### config.mk
export PLATFORM = sky130hd
export DESIGN_NAME = arinc_rd_sched
export DESIGN_NICKNAME = d
export VERILOG_FILES = /design/src/rtl/arinc_rd_sched.sv
export SDC_FILE = /design/constraint.sdc
export NUM_CORES = 1
export LEC_CHECK = 0
export ABC_AREA = 0
export BUFFER_PORTS_ARGS = -buffer_cell sky130_fd_sc_hd__buf_2
export CELL_PAD_IN_SITES_DETAIL_PLACEMENT = 1
export CELL_PAD_IN_SITES_GLOBAL_PLACEMENT = 2
export CORE_MARGIN = 4
export CORE_UTILIZATION = 35
export CTS_BUF_LIST = sky130_fd_sc_hd__clkbuf_4
export DETAILED_ROUTE_END_ITERATION = 10
export GPL_ROUTABILITY_DRIVEN = 0
export PLACE_DENSITY = 0.82
export SLEW_MARGIN = 10
export SYNTH_ARGS = -nofsm -noshare
export SYNTH_HDL_FRONTEND = slang
export SYNTH_SLANG_ARGS = --single-unit
### constraint.sdc
create_clock -name clock -period 2.3 [get_ports clock]
set_input_delay 0.23 -clock clock [delete_from_list [all_inputs] [get_ports clock]]
set_output_delay 0.23 -clock clock [all_outputs]
set_load 0.01 [all_outputs]
### src/rtl/arinc_rd_sched.sv
// Read scheduler for NCH ARINC 429 receiver RAMs: tracks per-channel word counts,
// picks channels round-robin, reads each 32-bit word as two 16-bit halves and presents it.
module arinc_rd_sched #(
  parameter int NCH    = 4,
  parameter int RD_LAT = 2
) (
  input  logic           clock,
  input  logic           reset,
  input  logic [NCH-1:0] rx_done,
  output logic [2:0]     ch_sel,
  output logic [4:0]     rdaddress,
  input  logic [15:0]    q,
  output logic [31:0]    out_data,
  output logic [2:0]     out_ch,
  output logic           out_valid,
  input  logic           out_ready,
  output logic [NCH-1:0] ovf,
  input  logic [NCH-1:0] ovf_clr
);

  localparam logic [2:0] IDLE  = 3'd0;
  localparam logic [2:0] RD_LO = 3'd1;
  localparam logic [2:0] RD_HI = 3'd2;
  localparam logic [2:0] WAIT  = 3'd3;
  localparam logic [2:0] OUT   = 3'd4;

  logic [2:0]        state_reg;
  logic [2:0]        ch_sel_reg;
  logic [2:0]        out_ch_reg;
  logic [2:0]        last_reg;
  logic              out_valid_reg;
  logic [31:0]       out_data_reg;
  logic [RD_LAT-1:0] lo_sr_reg;
  logic [RD_LAT-1:0] hi_sr_reg;

  // Padded to 8 entries so a 3-bit channel index is always in range.
  logic [7:0][3:0]   rd_ptr_vec;
  logic [7:0][4:0]   pend_vec;
  logic [7:0]        pend_nz;

  logic              hs;
  logic              sel_found;
  logic [2:0]        sel_ch;
  logic [2:0]        cand;

  assign hs = (state_reg == OUT) && out_ready;

  genvar gi;
  generate
    for (gi = 0; gi < 8; gi++) begin : g_ch
      if (gi < NCH) begin : g_act
        logic [3:0] wr_ptr_reg;
        logic [3:0] rd_ptr_reg;
        logic [4:0] pend_reg;
        logic       ovf_reg;
        logic       push;
        logic       pop;
        logic       busy;
        logic       ovf_evt;

        assign push    = rx_done[gi];
        assign pop     = hs && (ch_sel_reg == 3'(gi));
        assign busy    = (state_reg != IDLE) && (ch_sel_reg == 3'(gi));
        assign ovf_evt = push && !pop && (pend_reg == 5'd16);

        always_ff @(posedge clock or negedge reset) begin
          if (!reset) begin
            wr_ptr_reg <= 4'd0;
            rd_ptr_reg <= 4'd0;
            pend_reg   <= 5'd0;
            ovf_reg    <= 1'b0;
          end else begin
            if (push) wr_ptr_reg <= wr_ptr_reg + 4'd1;
            // The oldest word is dropped on overflow unless it is the one in flight.
            if (pop || (ovf_evt && !busy)) rd_ptr_reg <= rd_ptr_reg + 4'd1;
            if (push && !pop && (pend_reg != 5'd16)) pend_reg <= pend_reg + 5'd1;
            else if (pop && !push) pend_reg <= pend_reg - 5'd1;
            if (ovf_evt) ovf_reg <= 1'b1;
            else if (ovf_clr[gi]) ovf_reg <= 1'b0;
          end
        end

        assign rd_ptr_vec[gi] = rd_ptr_reg;
        assign pend_vec[gi]   = pend_reg;
        assign ovf[gi]        = ovf_reg;
      end else begin : g_pad
        assign rd_ptr_vec[gi] = 4'd0;
        assign pend_vec[gi]   = 5'd0;
      end
      assign pend_nz[gi] = |pend_vec[gi];
    end
  endgenerate

  always_comb begin
    sel_found = 1'b0;
    sel_ch    = 3'd0;
    cand      = 3'd0;
    for (int k = 1; k <= NCH; k++) begin
      cand = 3'((int'(last_reg) + k) % NCH);
      if (!sel_found && pend_nz[cand]) begin
        sel_found = 1'b1;
        sel_ch    = cand;
      end
    end
  end

  always_comb begin
    rdaddress = 5'd0;
    if (state_reg == RD_LO)      rdaddress = {rd_ptr_vec[ch_sel_reg], 1'b0};
    else if (state_reg == RD_HI) rdaddress = {rd_ptr_vec[ch_sel_reg], 1'b1};
  end

  always_ff @(posedge clock or negedge reset) begin
    if (!reset) begin
      state_reg     <= IDLE;
      ch_sel_reg    <= 3'd0;
      out_ch_reg    <= 3'd0;
      out_valid_reg <= 1'b0;
      out_data_reg  <= 32'd0;
      last_reg      <= 3'(NCH - 1);
      lo_sr_reg     <= '0;
      hi_sr_reg     <= '0;
    end else begin
      // Token pipes mark the cycle in which each half arrives on q.
      lo_sr_reg <= (lo_sr_reg << 1) | RD_LAT'(state_reg == RD_LO);
      hi_sr_reg <= (hi_sr_reg << 1) | RD_LAT'(state_reg == RD_HI);
      if (lo_sr_reg[RD_LAT-1]) out_data_reg[15:0]  <= q;
      if (hi_sr_reg[RD_LAT-1]) out_data_reg[31:16] <= q;

      case (state_reg)
        IDLE: begin
          if (sel_found) begin
            ch_sel_reg <= sel_ch;
            state_reg  <= RD_LO;
          end
        end
        RD_LO: state_reg <= RD_HI;
        RD_HI: state_reg <= WAIT;
        WAIT: begin
          if (hi_sr_reg[RD_LAT-1]) begin
            state_reg     <= OUT;
            out_valid_reg <= 1'b1;
            out_ch_reg    <= ch_sel_reg;
          end
        end
        OUT: begin
          if (out_ready) begin
            out_valid_reg <= 1'b0;
            last_reg      <= ch_sel_reg;
            state_reg     <= IDLE;
          end
        end
        default: state_reg <= IDLE;
      endcase
    end
  end

  assign ch_sel    = ch_sel_reg;
  assign out_ch    = out_ch_reg;
  assign out_valid = out_valid_reg;
  assign out_data  = out_data_reg;

endmodule

; Yosys cells after proc, flatten, opt, wreduce, memory -nomap -nowiden
; Index checks and enable logic that the tools add are counted.
; W data, S select, Z words.
[op_classes]
reduce_logical = 76
add_sub_neg = 16
n_bitwise = 6
magnitude_cmp = 5
eq_ne = 18
mux = 43
[ops]
columns = cell, n
row1 = $mux W5, 10
row2 = $logic_and A1 B1 Y1, 32
row3 = $mux W3, 7
row4 = $add A5 B1 Y5 const B, 4
row5 = $eq A5 B5 Y1 const B, 4
row6 = $lt A3 B4 Y1 const B, 5
row7 = $ne A5 B5 Y1 const B, 4
row8 = $reduce_or A5 Y1, 4
row9 = $sub A5 B1 Y5 const B, 4
row10 = $mux W1, 18
row11 = $reduce_bool A2 Y1, 9
row12 = $add A4 B1 Y4 const B, 4
row13 = $logic_not A1 Y1, 15
row14 = $pmux W3 S5, 1
row15 = $bmux W1 S3, 4
row16 = $bmux W4 S3, 1
row17 = $eq A3 B2 Y1 const B, 4
row18 = $reduce_or A2 Y1, 4
row19 = $eq A3 B1 Y1 const B, 2
row20 = $logic_not A3 Y1, 2
row21 = $ne A2 B2 Y1 const B, 3
row22 = $reduce_and A2 Y1, 3
row23 = $reduce_and A3 Y1, 2
row24 = $add A2 B1 Y2 const B, 2
row25 = 8 further kinds, 16
[totals]
inputBits = 27
register_bits = 88
elab_cells = 185
out_inout_bits = 48

; Depth between registers and ports, before layout
; Gate-level depths: netlist (run 1).
[depth]
ltp_word = 17
depth_mapped = 10
depth_no_buf = 9

; Worst setup path after synthesis (run 1)
; Ideal clock, no wire load.
[synth_timing]
kind = register to register
from = reg state_reg[2]
to = reg g_ch[3].g_act.pend_reg[4]
synth_period_minus_slack_ns = 2.306
arrival_ns = 2.226
stages_incl_launch_ff = 11
path_slack_ns = -0.006
path_buffers = 1
setup_ns = 0.080
required_time_ns = 2.220
path_cell_list = dfrtp_1 buf_4 and4bb_2 nand3_1 and3_1 inv_1 ha_1 a21o_1 a21oi_1 mux2i_1 xnor2_1
[synth_via]
elab_chain_cells = 7
elab_cells_between_ends = 9
cone_classes = eq/ne (1) / mux (1) / reduce/logical (7)
[synth_lines]
columns = element, line_no
row1 = from (decl), 27  ; logic [2:0] state_reg;
row2 = from (signal assigned), 115  ; state_reg <= IDLE;
row3 = from (signal assigned), 134  ; state_reg <= RD_LO;
row4 = from (signal assigned), 137  ; RD_LO: state_reg <= RD_HI;
row5 = $eq A3 B3 Y1 (*), 46  ; assign hs = (state_reg == OUT) && out_ready;
row6 = $logic_and A1 B1 Y1 (*), 46
row7 = $logic_and A1 B1 Y1 (*), 62  ; assign pop = hs && (ch_sel_reg == 3'(gi));
row8 = $logic_not A1 Y1, 76  ; if (push && !pop && (pend_reg != 5'd16)) pend_reg <= pend_reg + 5'd1;
row9 = $logic_and A1 B1 Y1 (2 in series), 76
row10 = $mux W5 or $reduce_bool A2 Y1 (tied branches), --
row11 = to (signal assigned), 76
row12 = to (signal assigned), 77  ; else if (pop && !push) pend_reg <= pend_reg - 5'd1;
row13 = to (decl), 54  ; logic [4:0] pend_reg;
; Mark *: on every way between the ends. The rest lies on a longest branch, timed or not.
; A chain may end at the register's enable or synchronous reset.

; Final worst setup path (run 1)
[layout_timing]
from = reg state_reg[1]
to = reg g_ch[1].g_act.pend_reg[4]
[layout_via]
elab_chain_cells = 7
elab_cells_between_ends = 9
cone_classes = eq/ne (1) / mux (1) / reduce/logical (7)
[layout_lines]
columns = element, line_no
row1 = $eq A3 B3 Y1 (*), 46
row2 = $logic_and A1 B1 Y1 (*), 46
row3 = $logic_and A1 B1 Y1 (*), 62
row4 = $logic_not A1 Y1, 76
row5 = $logic_and A1 B1 Y1 (2 in series), 76
row6 = $mux W5 or $reduce_bool A2 Y1 (tied branches), --
row7 = to (signal assigned), 76
row8 = to (signal assigned), 77
row9 = to (decl), 54
; Marks and branches as above.

==> results.json, run 1 <==
{
  "path_cells": "and4bb_4 -> nand3b_1 -> and3_4 -> inv_2 -> ha_1 -> a21o_1 -> a21oi_2 -> mux2i_1 -> xnor2_1",
  "p_clk_share_pct": 13.0,
  "fp.dieW_um": 119,
  "grt_max_degree": 48,
  "ioPinCount": 75,
  "fmax_mhz": 443,
  "rr_startpoint": "state_reg[1]",
  "rows": 40,
  "pwr-share-comb_pct": 46.4,
  "setup_viol": 0,
  "seqCellArea_mm2": 0.00216,
  "cp-end-kind": "flip-flop",
  "fin_crit_sh_pct": 98.1,
  "hold_end": "g_ch[1].g_act.ovf_reg",
  "p_leak_nw": 2.56,
  "slew_viol_final": 0,
  "swShare_pct": 38.1,
  "synthXorXnorAreaFrac_pct": 5.67,
  "antenna_found_initial": 0,
  "synthAdderAreaFrac_pct": 7.35,
  "criticalPathCategory": "reg2reg",
  "vdd_drop_max_mv": 0.477,
  "synth-simple-area-share_pct": 10.4,
  "multiInputGateArea_mm2": 0.00208,
  "wl_met2_um": 4870,
  "grt_setup_unrepaired": "yes",
  "min_from": "rx_done[1]",
  "area_growth_syn_to_layout_pct": 27.7,
  "start_kind": "flip-flop",
  "diodes": 0,
  "dp_slack_ps": -78.1,
  "drc_errors": 0,
  "grt_first_pass_wirelength_um": 16700,
  "synth-seq-area-share_pct": 49.8,
  "reg2reg_slack_ps": 40,
  "wl_um": 10000,
  "syn_area_per_cell_um2": 12.3,
  "initial_core_util_pct": 35.9,
  "grt_pass1_vias": 3317,
  "dieArea_mm2": 0.0142,
  "status": "finished clean",
  "h-tree-depth": 3,
  "routedWlPerCell_um": 15.4,
  "antenna_left": 0,
  "design.core.area_mm2": 0.0121,
  "yosysWarningCount": 0,
  "synth.distinct_cells": 49,
  "final_common_cell": "dfrtp_1",
  "top_layer": "met4",
  "muxShareOfSynthArea_pct": 16.9,
  "p_switching_mw": 2.59,
  "p_per_area_mw_per_mm2": 1230,
  "synth_cells": 351,
  "largest_reg_flops": 32,
  "layout-drive-gt1-share_pct": 42.1,
  "m1WireLength_um": 4470,
  "overflow": 0,
  "worstPathMaxFanout": 6,
  "final_cell_mix": "82 x dfrtp_1, 71 x buf_2, 48 x mux2_2",
  "worstMarginPinSlew_ps": 694,
  "fin_area_mm2": 0.00553,
  "synth_top_family_by_area": "multiplexers",
  "clk_pin_slew_ps": 150,
  "vias_per_cell": 4.77,
  "place_area_mm2": 0.00505,
  "ctsRootBufferMaster": "clkbuf_4",
  "p_int_mw": 4.22,
  "die_h_um": 119,
  "fillers": 1306,
  "numCtsBuffers": 9,
  "pwr-share-seq_pct": 40.6,
  "drtPass1Iterations": 4,
  "synth_compound_area_share_pct": 5.70,
  "clk_latency_ps": 470,
  "numPortBuffers": 72,
  "synth_area_mm2": 0.00433,
  "r2r_end": "g_ch[1].g_act.pend_reg[4]",
  "wl_met3_um": 513,
  "slew_headroom_pct": 53.7,
  "layout_min_cycle_time_ps": 2260,
  "vias": 3102,
  "required_ps": 2700,
  "drtIter0Drc": 167,
  "globalRouteTotalUtil_pct": 14.8,
  "layout_setup_ws_ps": 44.0,
  "ff2ff_path_depth": 9,
  "finalClockSkew_ps": 17.1,
  "synth-seq-cells": 86,
  "min_path_type": "in2reg",
  "clock_sinks": 86,
  "max_cap_violations": 0,
  "cts_tree": "yes",
  "critPathLaunch": "state_reg[1]",
  "critPathMaxStageDelay_ps": 410,
  "hold_path_depth": 3,
  "fin_util_pct": 45.8,
  "fin_nets": 527,
  "arrival_ps": 2660,
  "crit_slowest_cell": "dfrtp_1",
  "dp_hpwl_um": 7330,
  "cts_max_path_buffers": 2,
  "hold_ws_ps": 25.0,
  "hold_viol": 0
}
power by group through the flow:
stage	combinational (mW)	sequential, mW	clock [mW]
floorplan	1.91	2.77	0
global placement	2.94	2.71	0
detailed placement	3.06	2.75	0
CTS	3.13	2.74	0.931
global route	3.51	2.87	1.00
finish	3.17	2.77	0.886
how the worst max path moves through the flow:
stage	to	cells past startpoint
after floorplan	g_ch[0].g_act.pend_reg[4]	10
after CTS	g_ch[1].g_act.pend_reg[4]	9
after detailed placement	g_ch[3].g_act.pend_reg[4]	9
after global routing	g_ch[1].g_act.pend_reg[4]	9
after global placement	g_ch[2].g_act.pend_reg[4]	9
final	g_ch[1].g_act.pend_reg[4]	9
metal layers:
| layer | GRT usage [%] | vias to the layer above |
|---|---|---|
| li1 | - | 1470 |
| met1 | 19.0 | 1545 |
| met2 | 24.2 | 73 |
| met3 | 3.89 | 14 |
| met4 | 4.85 | 0 |
| met5 | 0 | - |
synthesized netlist by cell type (all sizes together):
| master | count | area share [%] |
|---|---|---|
| and2b | 2 | 0.35 |
| mux4 | 4 | 2.1 |
| o22ai | 4 | 0.58 |
| o31ai | 1 | 0.17 |
| o211ai | 1 | 0.17 |
| inv | 23 | 2.0 |
| o21ai | 10 | 1.2 |
| nor3 | 5 | 0.58 |
| xnor2 | 21 | 4.3 |
| dfstp | 2 | 1.2 |
| and3 | 6 | 1.1 |
| nand3b | 2 | 0.35 |
| or2b | 1 | 0.17 |
| nand3 | 4 | 0.46 |
| nor4b | 1 | 0.55 |
| a41oi | 1 | 0.20 |
| a21bo | 1 | 0.23 |
| mux2 | 48 | 12 |
| fa | 4 | 1.9 |
| xor2 | 7 | 1.4 |
| a21oi | 9 | 1.0 |
| a31oi | 2 | 0.43 |
| ha | 19 | 5.5 |
| and4bb | 1 | 0.29 |
| o2bb2ai | 1 | 0.20 |
| clkbuf | 2 | 0.17 |
| nand2 | 21 | 1.8 |
| mux2i | 10 | 2.3 |
| nand4 | 4 | 0.58 |
| a32o | 1 | 0.23 |
| nor2b | 4 | 0.58 |
| nor2 | 15 | 2.0 |
| a21o | 5 | 0.87 |
| or4 | 1 | 0.26 |
| nor3b | 1 | 0.17 |
| o221ai | 1 | 0.20 |
| o22a | 1 | 0.20 |
| nor4 | 4 | 0.58 |
| buf | 12 | 1.9 |
| nand2b | 4 | 0.58 |
| dfrtp | 84 | 49 |
| conb | 1 | 0.087 |
cell type report:
type	count	area share, %
multi-input combinational	229	37.6
sequential	86	39.0
clock buffer	9	1.22
clock inverter	7	1.36
inverter	23	1.56
tap	168	3.80
timing repair buffer	128	15.4
through the flow:
step	TNS, ps	power (mW)	instances
floorplan	0	4.68	352
global placement	0	5.65	608
detailed placement	-280	5.81	608
CTS	0	6.81	647
global route	-66.7	7.38	650
finish	0	6.82	650
critical path: cells and delay by family (launching register included):
| family | cells | cell delay (ps) |
|---|---|---|
| muxes | 1 | 240 |
| adders and majority gates | 1 | 240 |
| xor gates and xnor gates | 1 | 130 |
| AOI/OAI and AO/OA | 2 | 360 |
| DFF | 1 | 410 |
| buffers and inverters | 1 | 80 |
| and+or+nand+nor | 3 | 720 |
logic make-up after synthesis:
family / count (synthesis)
other: 1
muxes: 62
adders and majority gates: 23
xor gates and xnor gates: 28
DFF: 86
buffers and inverters: 37
AOI/OAI and AO/OA: 38
and+or+nand+nor: 76
repair_timing:
action,in CTS,in global routing
hold buffers,23,0
gates cloned,0,0
pin swaps,1,6
setup buffers,0,3
endpoints found under the setup margin,9,8
endpoints found under the hold margin,73,0
gates resized for setup,11,11
Note: power is estimated with default switching activity, not from simulation.
==> run 2, diff against run 1 <==
- clock period: 2.3 -> 2 ns (I/O delays scaled with it)
==> run 2 against run 1 <==
The flow now finishes with violations (negative setup slack). Setup slack lost 210 ps. Count of clock-buffer cells in the layout is the same. Clock skew grew 5.4 ps. Sequential power grew 13%. Clock power shrank 3.4%. Wire length grew 13%. Combinational power grew 51%. Global-route usage grew 1.6 points. Critical path type unchanged. Critical endpoint unchanged.
==> results.json, run 2 (same netlist as run 1, synthesis figures left out) <==
{
  "slew_viol_final": 0,
  "max_cap_violations": 0,
  "design.core.area_mm2": 0.0121,
  "die_h_um": 119,
  "largest_reg_flops": 32,
  "final_cell_mix": "82 x dfrtp_1, 74 x buf_4, 69 x buf_2",
  "clock_sinks": 86,
  "start_kind": "flip-flop",
  "grt_first_pass_wirelength_um": 18600,
  "fillers": 1283,
  "dp_slack_ps": -259,
  "area_growth_syn_to_layout_pct": 43.9,
  "arrival_ps": 2540,
  "fmax_mhz": 463,
  "tns_ps": -985,
  "overflow": 0,
  "dp_hpwl_um": 7800,
  "worstMarginPinSlew_ps": 683,
  "layout_min_cycle_time_ps": 2160,
  "required_ps": 2380,
  "hold_viol": 0,
  "initial_core_util_pct": 35.9,
  "vias": 3297,
  "p_per_area_mw_per_mm2": 1410,
  "drtPass1Iterations": 4,
  "p_leak_nw": 2.87,
  "clk_pin_slew_ps": 140,
  "globalRouteTotalUtil_pct": 16.4,
  "path_delay_family": "simple AND/OR/NAND/NOR gates",
  "antenna_left": 0,
  "cts_tree": "yes",
  "fin_crit_sh_pct": 108,
  "vias_per_cell": 4.70,
  "status": "finished with violations",
  "numPortBuffers": 72,
  "antenna_found_initial": 0,
  "routedWlPerCell_um": 16.1,
  "ctsRootBufferMaster": "clkbuf_4",
  "violations": "negative setup slack",
  "rows": 40,
  "h-tree-depth": 3,
  "wl_um": 11300,
  "worstPathMaxFanout": 3,
  "numCtsBuffers": 9,
  "grt_setup_unrepaired": "yes",
  "diodes": 0,
  "finalClockSkew_ps": 22.4,
  "cp-end-kind": "flip-flop",
  "clk_latency_ps": 460,
  "min_path_type": "in2reg",
  "dieArea_mm2": 0.0142,
  "final_cells": 702,
  "fp.dieW_um": 119,
  "reg2reg_slack_ps": -160,
  "setup_viol": 11,
  "fin_nets": 579,
  "vdd_drop_max_mv": 0.596,
  "final_common_cell": "dfrtp_1",
  "dp.cells": 633,
  "critPathBufInv": 2,
  "drtIter0Drc": 150,
  "drc_errors": 0,
  "layout-drive-gt1-share_pct": 54.1,
  "grt_pass1_vias": 3629,
  "ioPinCount": 75,
  "path_cells": "nor4_4 -> buf_4 -> nand2_2 -> and3_4 -> fa_2 -> inv_1 -> a21o_1 -> a21oi_2 -> mux2i_1 -> xnor2_1",
  "critPathMaxStageDelay_ps": 440,
  "layout_setup_ws_ps": -161,
  "grt_max_degree": 53,
  "cts_max_path_buffers": 2,
  "crit_slowest_cell": "dfrtp_1",
  "criticalPathCategory": "reg2reg",
  "slew_headroom_pct": 54.5
}
-- run 2: cell count changes in the layout (fill, tap and decap cells not counted), sizes merged --
cell / change
buf: +52
inv: +1
bufinv: -1
-- run 2: what timing repair did --
item / in CTS / in global routing
gates cloned: 0 / 0
hold buffers: 23 / 1
pin swaps: 19 / 23
gates resized for setup: 31 / 26
buffers inserted: 17 / 15
endpoints found under the setup margin: 18 / 26
endpoints found under the hold margin: 83 / 1
-- run 2: cell type report --
type | count | area [µm²] | area share [%]
sequential | 86 | 2160 | 34.7
tap | 168 | 210 | 3.38
clock inverter | 7 | 40.0 | 0.643
multi-input combinational | 229 | 2360 | 37.9
clock buffer | 9 | 67.6 | 1.09
timing repair buffer | 180 | 1290 | 20.7
inverter | 23 | 104 | 1.67
-- run 2: per-layer routing --
metal	wire length (µm)	track usage, %
met1	4900	20.2
met2	5660	28.5
met3	583	4.37
met4	142	4.20
met5	0	0
-- run 2: worst paths after layout --
path | start | to | cells past startpoint
hold reg to reg | hi_sr_reg[0] | hi_sr_reg[1] | 0
hold / removal | rx_done[2] | g_ch[2].g_act.ovf_reg | 3
setup / recovery | g_ch[1].g_act.pend_reg[1] | g_ch[1].g_act.pend_reg[4] | 10
setup reg to reg | g_ch[1].g_act.pend_reg[1] | g_ch[1].g_act.pend_reg[4] | 10
max in group asynchronous | reset | g_ch[0].g_act.pend_reg[3] | 3
min in group asynchronous | reset | state_reg[1] | 2
-- run 2: per-stage QoR --
stage	hold slack (ps)	util, %	power (mW)	cell area [µm²]
after global routing	0.451	51.6	9.48	6220
after CTS	1.36	49.7	8.53	6000
after floorplan	-95.6	-	5.64	4510
final	25.3	51.6	8.79	6220
after global placement	257	44.8	7.00	5400
after detailed placement	267	44.8	7.24	5400
-- run 2: power by group --
part           switching, mW  total, mW  internal [mW]
registers              0.636       3.14           2.51
logic                   2.08       4.79           2.70
clock network          0.611      0.856          0.245
total                   3.33       8.79           5.46
-- run 2: worst reg2reg max path, cell delays in order, from the launching register on --
cell and delay [ps]:
dfrtp_1 440, nor4_4 320, buf_4 170, nand2_2 50
and3_4 200, fa_2 370, inv_1 70, a21o_1 120
a21oi_2 50, mux2i_1 170, xnor2_1 130
==> run 3, diff against run 2 <==
- TNS_END_PERCENT: default -> 1
==> run 3 against run 2 <==
The run still ends with negative setup slack left. Critical endpoint is now g_ch[0].g_act.pend_reg[4]. Register-to-register slack hardly changed. Total power fell by 8.1%. Sequential power shrank 2%. Wire length decreased by 8.8%. Via count fell by 3.3%. Die area unchanged. Cell area fell by 7.2%. Non-clock buffer count shrank 26. Cell count decreased by 3.7%. Largest power group unchanged. Sequential share of layout area is 2.7 points higher. First-iteration DRC count increased by 17%. Critical path depth shrank 1.
==> results.json, run 3 (same netlist as run 1, synthesis figures left out) <==
{
  "status": "finished with violations",
  "violations": "negative setup slack",
  "design.core.area_mm2": 0.0121,
  "place_area_mm2": 0.00535,
  "routedWlPerCell_um": 15.2,
  "clock_sinks": 86,
  "vias": 3187,
  "fin_area_mm2": 0.00578,
  "critPathLaunch": "state_reg[0]",
  "worstMarginPinSlew_ps": 657,
  "layout_setup_ws_ps": -150,
  "start_kind": "flip-flop",
  "finalClockSkew_ps": 10.9,
  "grt_max_degree": 41,
  "final_cells": 676,
  "overflow": 0,
  "criticalPathCategory": "reg2reg",
  "fp.dieW_um": 119,
  "wl_um": 10300,
  "final_common_cell": "dfrtp_1",
  "drtPass1Iterations": 4,
  "antenna_found_initial": 0,
  "final_cell_mix": "82 x dfrtp_1, 71 x buf_2, 55 x buf_4",
  "cts_tree": "yes",
  "p_per_area_mw_per_mm2": 1400,
  "diodes": 0,
  "drtIter0Drc": 176,
  "numPortBuffers": 72,
  "ff2ff_path_depth": 9,
  "layout_min_cycle_time_ps": 2150,
  "fin_util_pct": 47.9,
  "drc_errors": 0,
  "cts_max_path_buffers": 2,
  "rows": 40,
  "antenna_left": 0,
  "clk_pin_slew_ps": 130,
  "die_h_um": 119,
  "min_from": "rx_done[0]",
  "largest_reg_flops": 32,
  "max_cap_violations": 0,
  "slew_headroom_pct": 56.2,
  "numCtsBuffers": 9,
  "hold_viol": 0,
  "arrival_ps": 2540,
  "p_leak_nw": 2.69,
  "grt_pass1_vias": 3493,
  "required_ps": 2390,
  "tns_ps": -1190,
  "hold_ws_ps": 64.2,
  "grt_first_pass_wirelength_um": 17400,
  "dp.cells": 634,
  "h-tree-depth": 3,
  "worstPathMaxFanout": 6,
  "grt_setup_unrepaired": "yes",
  "dieArea_mm2": 0.0142,
  "cp-end-kind": "flip-flop",
  "dp_slack_ps": -196,
  "layout-drive-gt1-share_pct": 46.9,
  "vias_per_cell": 4.71,
  "min_path_type": "in2reg",
  "vdd_drop_max_mv": 0.564,
  "clk_latency_ps": 450,
  "ctsRootBufferMaster": "clkbuf_4",
  "dp_hpwl_um": 7740,
  "fin_nets": 553,
  "rr_startpoint": "state_reg[0]",
  "area_growth_syn_to_layout_pct": 33.6,
  "fmax_mhz": 465,
  "setup_viol": 14,
  "slew_viol_final": 0,
  "ioPinCount": 75,
  "initial_core_util_pct": 35.9,
  "globalRouteTotalUtil_pct": 15.2,
  "total_power_mw": 8.08,
  "fin_crit_sh_pct": 108,
  "hold_path_depth": 3
}
## run 3: power by group
part	internal [mW]	switching (mW)	total, mW
registers	2.51	0.583	3.09
clock network	0.253	0.588	0.841
logic	2.30	1.84	4.14
total	5.06	3.02	8.08
## run 3: area by class of cell
| type | count | area [µm²] |
|---|---|---|
| fillers | 1294 | 6280 |
| clock buffers | 10 | 75.1 |
| repair buffers | 154 | 1070 |
| multi-input cells | 229 | 2150 |
| clock inverters | 6 | 28.8 |
| flip-flops and latches | 86 | 2160 |
| inverters | 23 | 96.3 |
| well taps | 168 | 210 |
## run 3: routing by layer
layer | part of all wire (%) | vias to the layer above | track usage [%]
met5 | 0 | - | 0
met4 | 1.7 | 0 | 5.65
met3 | 4.8 | 14 | 3.32
met2 | 47 | 74 | 25.0
met1 | 46 | 1581 | 19.6
li1 | - | 1518 | -
## run 3: critical path, cell delays in order, from the launching register on
cell      delay (ps)
dfrtp_1          400
and4bb_4         410
nand2_2           80
and3_4           180
inv_2             70
ha_1             240
a21o_1           170
a21oi_1          180
mux2i_1          240
xnor2_1          130
## run 3: repair_timing
action	in CTS	in global routing
pin swaps	7	3
endpoints found under the hold margin	71	0
gates resized for setup	18	2
setup endpoints to repair	16	19
buffers inserted	2	0
hold buffers	24	0
## run 3: final timing paths
check	to	slack, ps
worst max-delay path	g_ch[0].g_act.pend_reg[4]	-150
worst min-delay path	g_ch[0].g_act.ovf_reg	60
worst max register to register	g_ch[0].g_act.pend_reg[4]	-150
worst min register to register	lo_sr_reg[1]	360
max in group asynchronous	g_ch[1].g_act.rd_ptr_reg[2]	1080
min in group asynchronous	g_ch[1].g_act.pend_reg[4]	270
